$ cat config.mk
export PLATFORM = sky130hd
export DESIGN_NAME = output_mem_writer
export DESIGN_NICKNAME = d
export VERILOG_FILES = /design/src/rtl/output_mem_writer.sv
export SDC_FILE = /design/constraint.sdc
export NUM_CORES = 1
export LEC_CHECK = 0
export CELL_PAD_IN_SITES_DETAIL_PLACEMENT = 2
export CELL_PAD_IN_SITES_GLOBAL_PLACEMENT = 2
export CORE_MARGIN = 10
export CORE_UTILIZATION = 41
export DETAILED_ROUTE_END_ITERATION = 8
export DONT_BUFFER_PORTS = 1
export PLACE_DENSITY = 0.84
export SKIP_CTS_REPAIR_TIMING = 1
export SYNTH_ARGS = -nofsm -noshare
export SYNTH_HDL_FRONTEND = slang
export SYNTH_SLANG_ARGS = --single-unit
$ cat constraint.sdc
create_clock -name clk -period 9.57 [get_ports clk]
set_input_delay 2.871 -clock clk [delete_from_list [all_inputs] [get_ports clk]]
set_output_delay 2.871 -clock clk [all_outputs]
set_load 0.05 [all_outputs]
$ cat src/rtl/output_mem_writer.sv
// -----------------------------------------------------------------------------
// output_mem_writer
//
// Drains the skewed column outputs of a WIDTH_HEIGHT-wide systolic array into
// WIDTH_HEIGHT output memory banks. A drain writes N result rows per column.
// Column i lags column i-1 by one cycle, so column i writes row k during drain
// step cyc = i + k. Every output (write ports, busy, done) is registered, so
// everything appears one cycle after the step that produced it.
//
// Optional feature: define OUTPUT_MEM_WRITER_STALL_EN to add a 'stall' input.
// A stalled RUN cycle freezes the step counter and issues no writes. Without
// the macro the block behaves as if stall were tied low.
//
// Parameters
//   WIDTH_HEIGHT : number of array columns / output banks
//   ADDR_W       : per-bank address width
//
// Ports
//   clk        : clock, all state changes on the rising edge
//   reset      : synchronous active-high reset
//   start      : one-cycle drain request, only honoured in IDLE
//   stall      : (OUTPUT_MEM_WRITER_STALL_EN only) pause the drain in RUN
//   base_addr  : first write address in every bank, captured with start
//   num_rows   : rows per column N, captured with start
//   col_data   : skewed column data, column i in bits [16i+15:16i]
//   wr_en      : per-bank write enable
//   wr_addr    : per-bank write address, bank i in slice i
//   wr_data    : per-bank write data, bank i in slice i
//   busy       : drain in progress
//   done       : one-cycle pulse at drain completion
// -----------------------------------------------------------------------------
module output_mem_writer #(
  parameter int WIDTH_HEIGHT = 4,
  parameter int ADDR_W       = 8
) (
  input  logic                           clk,
  input  logic                           reset,
  input  logic                           start,
`ifdef OUTPUT_MEM_WRITER_STALL_EN
  input  logic                           stall,
`endif
  input  logic [ADDR_W-1:0]              base_addr,
  input  logic [7:0]                     num_rows,
  input  logic [WIDTH_HEIGHT*16-1:0]     col_data,
  output logic [WIDTH_HEIGHT-1:0]        wr_en,
  output logic [WIDTH_HEIGHT*ADDR_W-1:0] wr_addr,
  output logic [WIDTH_HEIGHT*16-1:0]     wr_data,
  output logic                           busy,
  output logic                           done
);

  localparam int DATA_W = 16;
  // Wide enough for N + WIDTH_HEIGHT - 1 with N up to 255, plus headroom so
  // the counter running one past the last step never wraps to a live value.
  localparam int CYC_W  = 10 + $clog2(WIDTH_HEIGHT + 1);

  typedef enum logic [1:0] {
    IDLE = 2'd0,
    RUN  = 2'd1,
    DONE = 2'd2
  } state_t;

  state_t                           state_q;
  state_t                           state_d;
  logic [CYC_W-1:0]                 cyc_q;
  logic [CYC_W-1:0]                 cyc_last;
  logic [ADDR_W-1:0]                base_q;
  logic [7:0]                       num_q;
  logic                             stall_w;
  logic                             advance;

  logic [WIDTH_HEIGHT-1:0]          vld_p0;
  logic [WIDTH_HEIGHT*ADDR_W-1:0]   addr_p0;

  logic [WIDTH_HEIGHT-1:0]          vld_p1;
  logic [WIDTH_HEIGHT*ADDR_W-1:0]   addr_p1;
  logic [WIDTH_HEIGHT*DATA_W-1:0]   data_p1;
  logic                             busy_p1;
  logic                             done_p1;

`ifdef OUTPUT_MEM_WRITER_STALL_EN
  assign stall_w = stall;
`else
  assign stall_w = 1'b0;
`endif

  // Bank address for row k: silent modulo-2^ADDR_W wrap.
  function automatic logic [ADDR_W-1:0] wrap_addr(input logic [ADDR_W-1:0] base,
                                                  input logic [CYC_W-1:0]  row_k);
    return base + ADDR_W'(row_k);
  endfunction

  // A RUN cycle that makes progress; stalled cycles neither count nor write.
  assign advance  = (state_q == RUN) && !stall_w;
  // Last drain step: column WIDTH_HEIGHT-1 writing row N-1.
  assign cyc_last = CYC_W'(num_q) + CYC_W'(WIDTH_HEIGHT) - CYC_W'(2);

  always_comb begin
    state_d = state_q;
    case (state_q)
      IDLE:    if (start) state_d = (num_rows == 8'd0) ? DONE : RUN;
      RUN:     if (advance && (cyc_q == cyc_last)) state_d = DONE;
      DONE:    state_d = IDLE;
      default: state_d = IDLE;
    endcase
  end

  always_ff @(posedge clk) begin
    if (reset) begin
      state_q <= IDLE;
      cyc_q   <= '0;
      base_q  <= '0;
      num_q   <= '0;
    end else begin
      state_q <= state_d;
      if ((state_q == IDLE) && start) begin
        base_q <= base_addr;
        num_q  <= num_rows;
        cyc_q  <= '0;
      end else if (advance) begin
        cyc_q  <= cyc_q + CYC_W'(1);
      end
    end
  end

  // ---- stage p0: per-column activity and address for the current step ----
  always_comb begin
    vld_p0  = '0;
    addr_p0 = '0;
    for (int i = 0; i < WIDTH_HEIGHT; i++) begin
      // Column i is live for steps i .. i+N-1; its row index is cyc - i.
      vld_p0[i] = advance && (cyc_q >= CYC_W'(i)) &&
                  ((cyc_q - CYC_W'(i)) < CYC_W'(num_q));
      addr_p0[i*ADDR_W +: ADDR_W] = wrap_addr(base_q, cyc_q - CYC_W'(i));
    end
  end

  // ---- stage p1: registered write ports and status ----
  // Address and data only load on a write so idle banks hold their last values.
  always_ff @(posedge clk) begin
    if (reset) begin
      vld_p1  <= '0;
      addr_p1 <= '0;
      data_p1 <= '0;
      busy_p1 <= 1'b0;
      done_p1 <= 1'b0;
    end else begin
      vld_p1  <= vld_p0;
      busy_p1 <= (state_q != IDLE);
      done_p1 <= (state_q == DONE);
      for (int i = 0; i < WIDTH_HEIGHT; i++) begin
        if (vld_p0[i]) begin
          addr_p1[i*ADDR_W +: ADDR_W] <= addr_p0[i*ADDR_W +: ADDR_W];
          data_p1[i*DATA_W +: DATA_W] <= col_data[i*DATA_W +: DATA_W];
        end
      end
    end
  end

  assign wr_en   = vld_p1;
  assign wr_addr = addr_p1;
  assign wr_data = data_p1;
  assign busy    = busy_p1;
  assign done    = done_p1;

endmodule

* Yosys cells after proc, flatten, opt, wreduce, memory -nomap -nowiden
Cells that the tools add are included.
** Word-level totals
- Bits in registers :: 133
- Latch bits :: 0
- RAM bits :: 0
- Bits in read-only memories :: 0
- Input port bits :: 83
- Output and inout bits :: 102
- Word-level logic and storage cells :: 57
- Memories :: 0
** Operators by class
- Add/subtract/negate cells :: 10
- Multipliers :: 0
- Div/mod/pow operators :: 0
- $lt $le $gt $ge :: 8
- Equal/unequal tests :: 5
- Shifts and indexed selects :: 0
- Muxes and demuxes :: 4
- Bitwise logic cells :: 0
- Reductions and logical operators :: 15
** Operators by type and width (number)
- 13-bit by 8-bit < comparator with 1-bit output :: 4
- 8-bit adder :: 4
- 13-bit by 1-bit greater-or-equal comparator with 1-bit output (second input constant) :: 2
- 13-bit by 2-bit greater-or-equal comparator with 1-bit output (second input constant) :: 2
- 13-bit by 2-bit subtractor with 13-bit output (second input constant) :: 2
- 13-bit by 1-bit adder with 13-bit output (second input constant) :: 1
- 13-bit equality test :: 1
- 13-bit by 1-bit subtractor with 13-bit output (second input constant) :: 1
- 1-bit logical AND :: 10
- 9-bit by 2-bit subtractor with 10-bit output (second input constant) :: 1
- 8-bit by 3-bit adder with 9-bit output (second input constant) :: 1
- 8-bit zero test :: 1
- 2-bit two-way mux :: 3
- 2-bit case mux with 2 select lines :: 1
- 2-bit by 1-bit equality test with 1-bit output (second input constant) :: 1
- 2-bit equality test (second input constant) :: 1
- 2-bit zero test :: 1
- 2-bit by 1-bit != test with 1-bit output (second input constant) :: 1
- 2-bit != test (second input constant) :: 1
- 2-bit AND reduction :: 1
- 2-bit nonzero test :: 1
- 2-bit OR reduction :: 1

* Longest topological paths before layout
- Depth after elaboration :: 6
- Depth in mapped cells :: 14
- Mapped depth without buffers :: 12

* Least setup slack after synthesis
Ideal clock, no wire load.
- Path type :: input-to-reg
- From :: input port reset
- To :: register addr_p1[16], in the netlist wr_addr[16]
- Library setup time :: 0.128 ns
- Arrival time :: 3.756 ns
- Required time :: 9.442 ns
- Path slack :: 5.686 ns
- Cell stages on the path :: 4
- Path buffers :: 3
- Cells stage by stage :: clkbuf_1 clkbuf_1 clkbuf_1 nor2_1
** RTL lines
- start: declaration :: RTL line 37 : input logic reset,
- end signal: indexed assignment :: RTL line 153 : addr_p1[i*ADDR_W +: ADDR_W] <= addr_p0[i*ADDR_W +: ADDR_W];
- end: declaration :: RTL line 76 : logic [WIDTH_HEIGHT*ADDR_W-1:0] addr_p1;
No word-level cell between the ends.

* Worst setup path in the final report
- From :: register cyc_q[2]
- To :: register data_p1[60], in the netlist wr_data[60]
** On the way
- Longest elaborated chain between the ends :: 3
- Elaborated cells on any way between the ends :: 5
- Those cells by class :: 1 x add/sub; 2 x order compare; 2 x reduce/logical
** RTL lines
- start: declaration :: RTL line 65 : logic [CYC_W-1:0] cyc_q;
- start signal: assignment :: RTL line 121 : cyc_q <= cyc_q + CYC_W'(1);
- 13-bit by 2-bit subtractor with 13-bit output or 13-bit by 2-bit greater-or-equal comparator with 1-bit output (tied branches)
- 13-bit by 8-bit < comparator with 1-bit output or 1-bit logical AND (tied branches) :: RTL line 133, 132
- 1-bit logical AND * :: RTL line 132 : vld_p0[i] = advance && (cyc_q >= CYC_W'(i)) &&
- end signal: indexed assignment :: RTL line 154 : data_p1[i*DATA_W +: DATA_W] <= col_data[i*DATA_W +: DATA_W];
- end: declaration :: RTL line 77 : logic [WIDTH_HEIGHT*DATA_W-1:0] data_p1;
Mark *: on every way between the ends. The rest lies on a longest branch, timed or not.
A chain may end at the register's enable or synchronous reset.

==> reports/metrics.yaml <==
die_w_um: 155
cts_max_level: 4
root_buffer: "clkbuf_16"
core_area_mm2: 0.0180
skew_ns: 0.0107
grt_pass1_vias: 7143
post-synth-top-count-cell: "dfxtp_1"
setup_violations: 0
grt_max_degree: 119
syn_inst: 856
cts.sinks: 133
power.leakage_nw: 3.10
insertedDiodeCount: 0
rows: 49
die_h_um: 155
clock_latency_ns: 0.43
synth-async-reset-ratio_pct: 0
wl_per_cell_um: 25.9
first_pass_iters: 4
cts_made_buffers: 17
cts_tree: "done"
crit_fanout: 26
path_clk_slew_ns: 0.06
slew-limit-headroom_pct: 19.6
synthXorXnorAreaFrac_pct: 6.76
post-route-period-util_pct: 46.0
start_kind: "register"
antenna_found_initial: 0
cp.required_ns: 9.89
drt_iter0_drc: 263
ys.flop_type: "dfxtp_1"
maxCapViolCount: 0
synth_area_mm2: 0.00752
io_buffers: 0
grt_pass1_wl_um: 42400
boundaryPins: 185
synthMuxAreaShare_pct: 9.19
fin_hold_ws_ns: 0.492
synth_edf_count: 0
rsz0062_at_grt: "false"
synth_top_area_share_pct: 35.4
grt_use_total_pct: 22.3
ys_types: 66
cp-end-kind: "register"
overflow: 0
synthTopCellsByCount: "dfxtp_1 (133), nor2_1 (105), mux2i_1 (69)"
instances_no_fill: 1075
seq_area_frac_synth_pct: 35.4
ant_nets: 0
post-route-drc-count: 0
ys.warnings.count: 0
viasPerCell: 6.04
tns_ns: 0
peakVddDrop_uv: 137
worst_slew_pin_slew_ns: 1.20
crit_type: "reg2reg"
syn-num-nets: 1006
seq_area_mm2: 0.00266
finalWirelength_um: 27800
fin_crit_ns: 4.41
synthSimpleGateAreaFrac_pct: 18.6
start_util_pct: 41.7
synth_top_family_by_area: "simple AND/OR/NAND/NOR gates"
slew_viol_final: 0
synth-seq-cells: 133
netlist_top_cells_area: "dfxtp_1 (35%), ha_1 (10%), mux2i_1 (9.2%)"
dp_hpwl_um: 19700
route.vias.total: 6496
synth_compound_area_share_pct: 13.6
hold_path_class: "reg2reg"
multi_input_area_mm2: 0.00451
worstPathArrival_ns: 4.73
syn_to_final_growth_pct: 9.27
final_nets: 984
synthAdderAreaFrac_pct: 11.5
dp_cells: 1044
layout-drive-gt1-share_pct: 6.26
avgSynthCellArea_um2: 8.78
hold_viol: 0
fill_cells: 1957
cellPowerDensity_mw_per_mm2: 193
max_freq_mhz: 227
yosys.area.top_type: "dfxtp_1"
status: "finished, final reports clean"
clockBufferDepth: 2
gp_congestion: 0.915
die_area_mm2: 0.0242
[kinds of logic after synthesis]
logic type	Yosys count
compound gates	162
xor+xnor	58
fa+ha+maj	67
buf+inv	78
flops	133
mux	69
simple gates	289
[worst paths after layout]
path | startpoint | end | slack, ns | cells past startpoint
max reg2reg | cyc_q[2] | wr_data[60] | 5.16 | 12
min | num_q[3] | num_q[3] | 0.49 | 2
min reg2reg | num_q[3] | num_q[3] | 0.49 | 2
max | cyc_q[2] | wr_data[60] | 5.16 | 12
[per-layer routing]
metal | wire, um | track usage (%)
met5 | 22 | 1.30
met4 | 686 | 7.71
met3 | 1920 | 6.34
met2 | 14500 | 40.1
met1 | 10700 | 24.2
[placed cells by master, fill, tap and decap left out, drive strengths merged, types with 4 or more instances in the layout]
master,count
a211oi,9
a21o,5
a21oi,65
a31oi,4
and2,4
and3,9
and4,4
buf,6
clkbuf,20
clkinv,4
dfxtp,133
fa,4
ha,63
inv,33
mux2i,69
nand2,59
nand2b,8
nand3,38
nand4,10
nor2,106
nor2b,7
nor3,11
nor4,9
o2111ai,4
o211ai,7
o21a,5
o21ai,39
o21bai,5
o31ai,4
or3,5
or4,5
xnor2,41
xor2,17
[metrics by stage]
stage                     power [mW]  worst slack, ns  area [um^2]  util [%]
after floorplan                0.830             5.69         7520         -
after global placement         0.880             5.50         7620      42.3
after detailed placement       0.902             5.28         7620      42.3
after CTS                       1.60             5.19         8220      45.6
after global routing            1.65             4.93         8220      45.6
final                           1.59             5.16         8220      45.6
[flip-flops by register name, summed over array words and instances, names as in the netlist]
name	count
wr_en	4
base_q	8
done	1
wr_addr	32
busy	1
cyc_q	13
wr_data	64
num_q	8
state_q	2
[critical path: stages, from the launching register on]
cell       delay, ns
dfxtp_1         0.75
inv_1           0.25
ha_1            0.28
a2111oi_1       0.82
xor2_1          0.22
ha_1            0.36
a21o_1          0.16
a21oi_1         0.15
o221ai_1        0.19
nor4_4          0.30
buf_4           0.44
mux2i_1         0.29
nor2_1          0.08
[power breakdown]
group,total (mW),switching (mW),internal (mW)
Clock,0.687,0.270,0.417
Combinational,0.266,0.167,0.0992
Sequential,0.636,0.0635,0.572
[layout make-up]
class | instances | share of cell area, %
timing repair buffer | 6 | 0.548
clock inverter | 11 | 1.83
tap | 229 | 3.49
clock buffer | 20 | 5.44
multi-input combinational | 645 | 54.9
inverter | 31 | 1.42
sequential | 133 | 32.4
No activity file was read; power rests on OpenSTA's default activity.
